==> src/rtl/bus_grant_arbiter.sv <==
// Round-robin owner select for the shared 32-bit internal bus, with a one-cycle gap between owners.
// Define ARB_TIMEOUT_EN to compile in forced release after MAX_HOLD granted cycles.
module bus_grant_arbiter #(
  parameter int MAX_HOLD = 16
) (
  input  logic        clk,
  input  logic        clr,
  input  logic [31:0] req,
  output logic [31:0] gnt,
  output logic [4:0]  gnt_id,
  output logic        gnt_valid,
  output logic        timeout
);

  typedef enum logic [1:0] {
    IDLE  = 2'd0,
    GRANT = 2'd1,
    GAP   = 2'd2
  } state_t;

  localparam logic [4:0] NO_OWNER = 5'b11111;

  state_t      state_reg;
  logic [4:0]  ptr_reg;
  logic [31:0] gnt_reg;
  logic [4:0]  gnt_id_reg;
  logic        gnt_valid_reg;

  logic [31:0] req_rot;
  logic [4:0]  win_off;
  logic [4:0]  win_id;
  logic        win_found;
  logic        owner_req;

  generate
    if (MAX_HOLD < 2 || MAX_HOLD > 256) begin : g_bad_max_hold
      $error("bus_grant_arbiter: MAX_HOLD must lie in 2..256");
    end
  endgenerate

  // Rotate requests so bit 0 is the driver the pointer names; 5-bit index wraps 31 -> 0.
  genvar gi;
  generate
    for (gi = 0; gi < 32; gi++) begin : g_rot
      assign req_rot[gi] = req[ptr_reg + 5'(gi)];
    end
  endgenerate

  always_comb begin
    win_found = 1'b0;
    win_off   = 5'd0;
    for (int i = 31; i >= 0; i--) begin
      if (req_rot[i]) begin
        win_found = 1'b1;
        win_off   = 5'(i);
      end
    end
  end

  assign win_id    = ptr_reg + win_off;
  assign owner_req = |(req & gnt_reg);

`ifdef ARB_TIMEOUT_EN
  localparam logic [7:0] HOLD_LAST = 8'(MAX_HOLD - 1);

  logic [7:0] hold_reg;
  logic       timeout_reg;

  always_ff @(posedge clk) begin
    if (clr) begin
      state_reg     <= IDLE;
      ptr_reg       <= 5'd0;
      gnt_reg       <= 32'd0;
      gnt_id_reg    <= NO_OWNER;
      gnt_valid_reg <= 1'b0;
      hold_reg      <= 8'd0;
      timeout_reg   <= 1'b0;
    end else begin
      timeout_reg <= 1'b0;
      case (state_reg)
        IDLE, GAP: begin
          if (win_found) begin
            state_reg     <= GRANT;
            gnt_reg       <= 32'd1 << win_id;
            gnt_id_reg    <= win_id;
            gnt_valid_reg <= 1'b1;
            ptr_reg       <= win_id + 5'd1;
            hold_reg      <= 8'd0;
          end else begin
            state_reg <= IDLE;
          end
        end
        GRANT: begin
          if (!owner_req || hold_reg == HOLD_LAST) begin
            state_reg     <= GAP;
            gnt_reg       <= 32'd0;
            gnt_id_reg    <= NO_OWNER;
            gnt_valid_reg <= 1'b0;
            // Only a release the owner did not ask for counts as a timeout.
            timeout_reg   <= owner_req;
          end else begin
            hold_reg <= hold_reg + 8'd1;
          end
        end
        default: begin
          state_reg     <= IDLE;
          gnt_reg       <= 32'd0;
          gnt_id_reg    <= NO_OWNER;
          gnt_valid_reg <= 1'b0;
        end
      endcase
    end
  end

  assign timeout = timeout_reg;
`else
  always_ff @(posedge clk) begin
    if (clr) begin
      state_reg     <= IDLE;
      ptr_reg       <= 5'd0;
      gnt_reg       <= 32'd0;
      gnt_id_reg    <= NO_OWNER;
      gnt_valid_reg <= 1'b0;
    end else begin
      case (state_reg)
        IDLE, GAP: begin
          if (win_found) begin
            state_reg     <= GRANT;
            gnt_reg       <= 32'd1 << win_id;
            gnt_id_reg    <= win_id;
            gnt_valid_reg <= 1'b1;
            ptr_reg       <= win_id + 5'd1;
          end else begin
            state_reg <= IDLE;
          end
        end
        GRANT: begin
          // Owner keeps the bus as long as it asks; other requests never preempt it.
          if (!owner_req) begin
            state_reg     <= GAP;
            gnt_reg       <= 32'd0;
            gnt_id_reg    <= NO_OWNER;
            gnt_valid_reg <= 1'b0;
          end
        end
        default: begin
          state_reg     <= IDLE;
          gnt_reg       <= 32'd0;
          gnt_id_reg    <= NO_OWNER;
          gnt_valid_reg <= 1'b0;
        end
      endcase
    end
  end

  assign timeout = 1'b0;
`endif

  assign gnt       = gnt_reg;
  assign gnt_id    = gnt_id_reg;
  assign gnt_valid = gnt_valid_reg;

endmodule

==> config.mk <==
export PLATFORM = sky130hd
export DESIGN_NAME = bus_grant_arbiter
export DESIGN_NICKNAME = d
export VERILOG_FILES = /design/src/rtl/bus_grant_arbiter.sv
export SDC_FILE = /design/constraint.sdc
export NUM_CORES = 1
export LEC_CHECK = 0
export ABC_CLOCK_PERIOD_IN_PS = 7610
export CORE_MARGIN = 4
export CORE_UTILIZATION = 55
export DETAILED_ROUTE_END_ITERATION = 8
export GPL_TIMING_DRIVEN = 0
export PLACE_DENSITY = 0.85
export SLEW_MARGIN = 40
export SYNTH_ARGS = -nofsm -noshare
export SYNTH_HDL_FRONTEND = slang
export SYNTH_SLANG_ARGS = --single-unit
==> constraint.sdc <==
create_clock -name clk -period 7.61 [get_ports clk]
set_clock_uncertainty 0.1 [all_clocks]
set_input_delay 1.1415 -clock clk [delete_from_list [all_inputs] [get_ports clk]]
set_output_delay 1.1415 -clock clk [all_outputs]
set_load 0.005 [all_outputs]
==> summary.md <==
| Metric | Value |
|---|---|
| Initial Util | `56.11%` |
| Antenna-violating nets left | `0` |
| Pwr dens | `533.6 nW/um2` |
| FF-to-FF Start | `ptr_reg[2]` |
| Gpl congestion | `0.9934` |
| Crit path top cell by count | `ha_1` |
| Initial antenna violation count | `0` |
| GRT Util Overall | `31.21%` |
| Clk Latency, worst-skew pair | `0.31 ns` |
| Max IR drop VDD | `0.3059 mV` |
| CP Capture Type | `flip-flop` |
| Cell count after synthesis | `516` |
| Crit-path max cell delay | `0.64 ns` |
| Core Rows | `36` |
| CP arrival | `7.21 ns` |
| Post-synthesis register bit count | `45` |
| CTS H-tree depth | `2` |
| Largest net degree at the start of global routing | `16` |
| GRT overflow | `0` |
| Period utilization | `92.70%` |
| Top_reg_cell synth | `dfxtp_1` |
| Post-synthesis sequential area ratio | `16.50%` |
| Slowest cell on the critical path | `xnor2_2` |
| Longest Clk Path Bufs | `2` |
| Vias/cell | `7.176` |
| Post-synth ARST share | `0%` |
| Placed inst area | `6341 um2` |
| Top cell type's share of synthesized area | `31.77%` |
| CP startpoint | `ptr_reg[2]` |
| CTS Buf Count | `5` |
| Die Ht | `107.6 um` |
| CP Class | `flip-flop to flip-flop` |
| Worst Tran Pin Value | `0.7838 ns` |
| Multi-input combinational cell area | `4342 um2` |
| Area growth from synthesis to layout | `18.52%` |
| Clk sink count | `45` |
| Critical path, cell by cell | `buf_2 -> inv_1 -> clkbuf_1 -> ha_1 -> a21boi_0 -> xnor2_2 -> mux4_2 -> mux2i_1 -> nand3_1 -> a2111oi_0 -> o31a_1 -> nor3_1 -> ha_1 -> fa_1 -> a21o_1 -> a21oi_1 -> xnor2_1 -> nand2_1 -> or4_1 -> o21ai_2 -> a22o_1` |
| Die W | `107.6 um` |
| Worst path required time | `7.77 ns` |
| Buffers on Ports | `70` |
| RSZ-0062 raised after global routing | `no` |
| Number of flip-flops in the largest register | `32` |
| Number of max-cap violations | `0` |
| # fillers | `752` |
| Final Setup Violations | `0` |
| Clock-pin transition on the worst setup and hold timing paths | `0.09 ns` |
| Crit path max fanout | `15` |
| Synth area leader | `mux4_2` |
| Slew HR | `47.49%` |
| Core area | `9729 um2` |
| Post-synth cell types | `61` |
| CTS root buf | `clkbuf_8` |
| Storage cell area | `900.9 um2` |
| Net Count, Synth | `573` |
| Post-synth EDFFs | `0` |
| Global-route wire length before repair | `28.24 mm` |
| Die ar. | `11,580 um2` |
| Hold_sp | `state_reg[1]` |
| Hpwl dp | `14.10 mm` |
| CTS tree | `done` |
| DRC | `0` |
| Fin Setup TNS | `0 ns` |
| Leakage Power | `2.337 nW` |
| I/O pin cnt | `73` |
| Max-slew violation count | `0` |
| Most frequent cell after synthesis | `mux4_2` |
| Layout cell share with drive strength beyond 1 | `20.74%` |
| Initial DRC count | `385` |
| Fin. Hold Viols | `0` |
| CP startpoint kind | `flip-flop` |
| Worst Hold Class | `flip-flop to flip-flop` |
| Final worst path period need | `7.055 ns` |
| Synth top cells by count | `mux4_2 (77), dfxtp_1 (45), mux2i_1 (35), nand2_1 (35), xnor2_1 (23)` |
| DR WL/cell | `24.55 um` |
| FMAX | `141.8 MHz` |
| Final wirelength | `17.82 mm` |
| Number of global-route vias before repair | `5,279` |
| Antenna fix cells | `0` |
| Ys Warns | `0` |
| Number of detailed-route iterations in the first pass | `5` |
| Final instance area | `6470 um2` |
| Mapped cell area | `5459 um2` |
| Post-layout nets | `649` |
| Total power | `3.452 mW` |
| Synth top area cells | `mux4_2 (32%), dfxtp_1 (17%), mux2i_1 (6.4%)` |
| Outcome | `finished clean` |
| Vias | `5,210` |
| Syn avg cell area | `10.58 um2` |
==> final timing paths <==
path	slack, ns	cells past startpoint	end
worst min register to register	0.31	1	state_reg[1]
worst max register to register	0.56	21	gnt[4]
worst min-delay path	0.31	1	state_reg[1]
worst max-delay path	0.56	21	gnt[4]
==> repair_timing <==
action,in CTS,in global routing
hold buffers,0,0
endpoints found under the setup margin,16,34
resized for setup,2,4
setup buffers,0,0
==> power breakdown <==
part | switching (mW) | internal, mW | total (mW)
combinational | 1.62 | 1.33 | 2.95
clock | 0.0832 | 0.0838 | 0.167
sequential | 0.0493 | 0.281 | 0.330
total | 1.75 | 1.70 | 3.45
==> cell type report <==
type / instances / area share, %
multi-input cells: 418 / 67.10
well taps: 133 / 2.572
plain buffers: 34 / 2.901
clock buffers: 7 / 1.489
inverters: 18 / 1.044
repair buffers: 70 / 10.83
flip-flops and latches: 45 / 13.92
clock inverters: 1 / 0.1354
==> stage by stage <==
step                utilization (%)  std cells  hold WS [ns]  setup slack [ns]
floorplan                         -        516        0.2899             1.312
global placement              65.02        719        0.3007            0.2448
detailed placement            65.17        719        0.3041           0.01598
CTS                           66.33        727        0.3161            0.1476
global route                  66.50        726        0.3482            0.1860
finish                        66.50        726        0.3131            0.5553
==> per-layer routing <==
| layer | up-vias | track usage [%] | routed length (um) |
|---|---|---|---|
| met2 | 389 | 51.24 | 8631 |
| met1 | 2535 | 40.26 | 6469 |
| met3 | 57 | 5.999 | 2046 |
| met5 | - | 0 | 0 |
| met4 | 0 | 13.44 | 675 |
| li1 | 2229 | - | - |
==> logic make-up (layout without fill, tap and decap cells) <==
family          after synthesis  count (layout)  synth area share (%)
compound gates              126             126                 17.37
mux                         119             119                 39.63
simple gates                119             119                 11.35
buf+inv                      53             130                 4.721
flops                        45              45                 16.50
xor+xnor                     30              30                 4.951
fa+ha+maj                    23              23                 5.409
other cells                   1               1               0.06869
==> worst max-delay path, delay by kind of cell (launching register included) <==
family / cells / cell delay [ns]
buffers and inverters: 3 / 0.79
muxes: 2 / 1.02
adders and majority gates: 3 / 0.99
and+or+nand+nor: 4 / 0.75
DFF: 1 / 0.60
AOI/OAI and AO/OA: 7 / 1.81
xor gates and xnor gates: 2 / 0.92
==> layout by cell type, fill, tap and decap left out, drive strengths merged, types with 4 or more instances in the layout <==
cell / n
dfxtp: 45
a21oi: 21
nand2b: 6
a211oi: 8
o2bb2ai: 16
clkbuf: 23
nand2: 35
clkdlybuf4s50: 70
buf: 18
xor2: 6
nand3: 11
nor2: 21
mux4: 77
a21boi: 5
inv: 19
mux2: 7
o22ai: 4
xnor2: 24
nor3: 6
nand4: 5
mux2i: 35
a22oi: 15
or4: 5
ha: 22
nor2b: 10
a22o: 20
o21ai: 13
No activity file was read; power rests on OpenSTA's default activity.
==> edit: new RTL, config.mk and constraints unchanged <==
Add a define of `ARB_TIMEOUT_EN`.
--- a/src/rtl/bus_grant_arbiter.sv
+++ b/src/rtl/bus_grant_arbiter.sv
@@ -2,2 +2,4 @@
 // Define ARB_TIMEOUT_EN to compile in forced release after MAX_HOLD granted cycles.
+`define ARB_TIMEOUT_EN
+
 module bus_grant_arbiter #(
Check against the original RTL: same outputs for any inputs over 4 cycles, from zero or initial values; that may be too few to reach the edited logic, so the function may still have changed.
==> edit against the unedited design <==
- cell count is 12% higher
- power is 5.3% lower
- critical endpoint is now gnt[25]$_SDFFE_PP0P_
- wire length is 7.4% higher
- sequential cell count is 9 higher
- worst setup slack worse by 0.13 ns
- combinational power is 7.8% lower
- area after synthesis is 9.3% higher
- die area is 8.6% higher
- cell area is 8.0% higher
==> edit: results (changes against the unedited design) <==
Flop pwr share=11.0% (was 9.6%); GRT met1 Usage=38.70% (was 40.26%); Critical Path Fanout Max=10 (was 15); mux cell area share after synthesis=37.17% (was 39.63%); YS warnings=0 (unchanged); Hold Path Stages=2 (was 1); largest power group=combinational cells (unchanged); Seq/Total Area, Yosys=18.12% (was 16.50%); Compound-Gate Fraction of Synth Area=17.08% (was 17.37%); Global Route Usage Sum=30.30% (was 31.21%); Reg2Reg Depth=23 (was 21); cts repair resizes=0 (was 2); Post-Route WL=19140 um (was 17820 um); max reg flops=32 (unchanged); Sw Ratio=51.13% (was 50.81%); GP Congestion=1.000 (was 0.9934); Final HPWL DP=14960 um (was 14100 um); r2r startpoint=ptr_reg[1]$_SDFFE_PP0P_ (was ptr_reg[2]$_SDFFE_PP0P_); Setup crit end=gnt[25]$_SDFFE_PP0P_ (was gnt[4]$_SDFFE_PP0P_); Crit Path Class=flip-flop to flip-flop (unchanged); worst hold start=gnt_id[3]$_SDFFE_PP1P_ (was state_reg[1]$_SDFFE_PP0P_); number of global-route vias before repair=5816 (was 5279); Hold Path Sink=gnt_id[3]$_SDFFE_PP1P_ (was state_reg[1]$_SDFFE_PP0P_); initial drt markers=581 (was 385); Seq. pwr=359 uW (was 330 uW); combinational share of power=83.3% (was 85.6%); Mapped Nets=657 (was 573); Max VDD drop=0.2499 mV (was 0.3059 mV); Synth area leaders=mux4_2, dfxtp_1, mux2i_1 (unchanged); CTS Buf Count=5 (unchanged); post-synthesis cell type count=64 (was 61); first-pass GRT wire length=31020 um (was 28240 um); Slew @ Worst Pin=0.7344 ns (was 0.7838 ns); leakage=2.578 nW (was 2.337 nW); Synth Area in XOR/XNOR=4.699% (was 4.951%); worst hold margin=0.3726 ns (was 0.3131 ns); met2 Track Usage GR=48.15% (was 51.24%); Post-Place Setup Slack=0.5122 ns (was 0.01598 ns); via density per instance=7.274 (was 7.176); CTS clk-pin slew, worst paths=0.10 ns; Root Driver=clkbuf_8 (unchanged); fin crit share=94.37% (was 92.70%); R2R Setup Slk=0.43 ns (was 0.56 ns); Avg Inst Size Synth=9.957 um^2 (was 10.58 um^2); share of cells above drive strength 1=16.81% (was 20.74%); largest net degree at the start of global routing=16 (unchanged); met3 Track Usage GR=6.577% (was 5.999%); Avg WL per Cell=23.51 um (was 24.55 um); worst hold-check path type=flip-flop to flip-flop (unchanged); final-stage net count=735 (was 649); adder-cell share of the synthesized area=5.160% (was 5.409%); status=finished clean (unchanged); placed cells=806 (was 719); IO Port Bufs=71 (was 70); Commonest cells post-synth=mux4_2, mux2i_1, dfxtp_1 (was mux4_2, dfxtp_1, mux2i_1, nand2_1, xnor2_1)
## edit: worst max-delay path, cell delays in order, from the launching register on
cell	delay [ns]
dfxtp_1	0.53
clkbuf_1	0.48
inv_1	0.25
ha_1	0.34
clkbuf_1	0.39
clkbuf_2	0.36
mux4_2	0.49
mux4_2	0.51
mux2i_1	0.34
nand2_1	0.11
nand2_1	0.08
a21boi_0	0.09
o22ai_1	0.18
o2111ai_1	0.15
a22o_1	0.26
ha_1	0.22
fa_1	0.40
a21o_1	0.17
a21oi_1	0.17
xor2_1	0.42
mux2i_4	0.49
and2_0	0.20
buf_2	0.21
a22o_1	0.17
## edit: per-layer routing
layer | routed length (um) | vias up
met5 | 0 | -
met4 | 1057 | 0
met3 | 2074 | 98
met2 | 8936 | 461
met1 | 7068 | 2839
li1 | - | 2523
## edit: logic make-up (layout without fill, tap and decap cells)
logic type / after synthesis / after routing
AOI/OAI and AO/OA: 144 / 144
buffers and inverters: 51 / 130
DFF: 54 / 54
muxes: 137 / 137
and+or+nand+nor: 157 / 157
xor gates and xnor gates: 32 / 32
adders and majority gates: 24 / 24
## edit: layout make-up
class                           instances  area (um^2)
Buffer                                 33        170.2
Clock buffer                            8        110.1
Fill cell                             825         3476
Inverter                               18        67.56
Multi-Input combinational cell        494         4677
Sequential cell                        54         1081
Tap cell                              136        170.2
Timing Repair Buffer                   71        710.7
## edit: stage by stage
step / cell area (um^2) / utilization, %
finish: 6987 / 66.78
global placement: 6845 / 65.43
detailed placement: 6868 / 65.64
global route: 6987 / 66.78
CTS: 6978 / 66.69
floorplan: 5964 / -
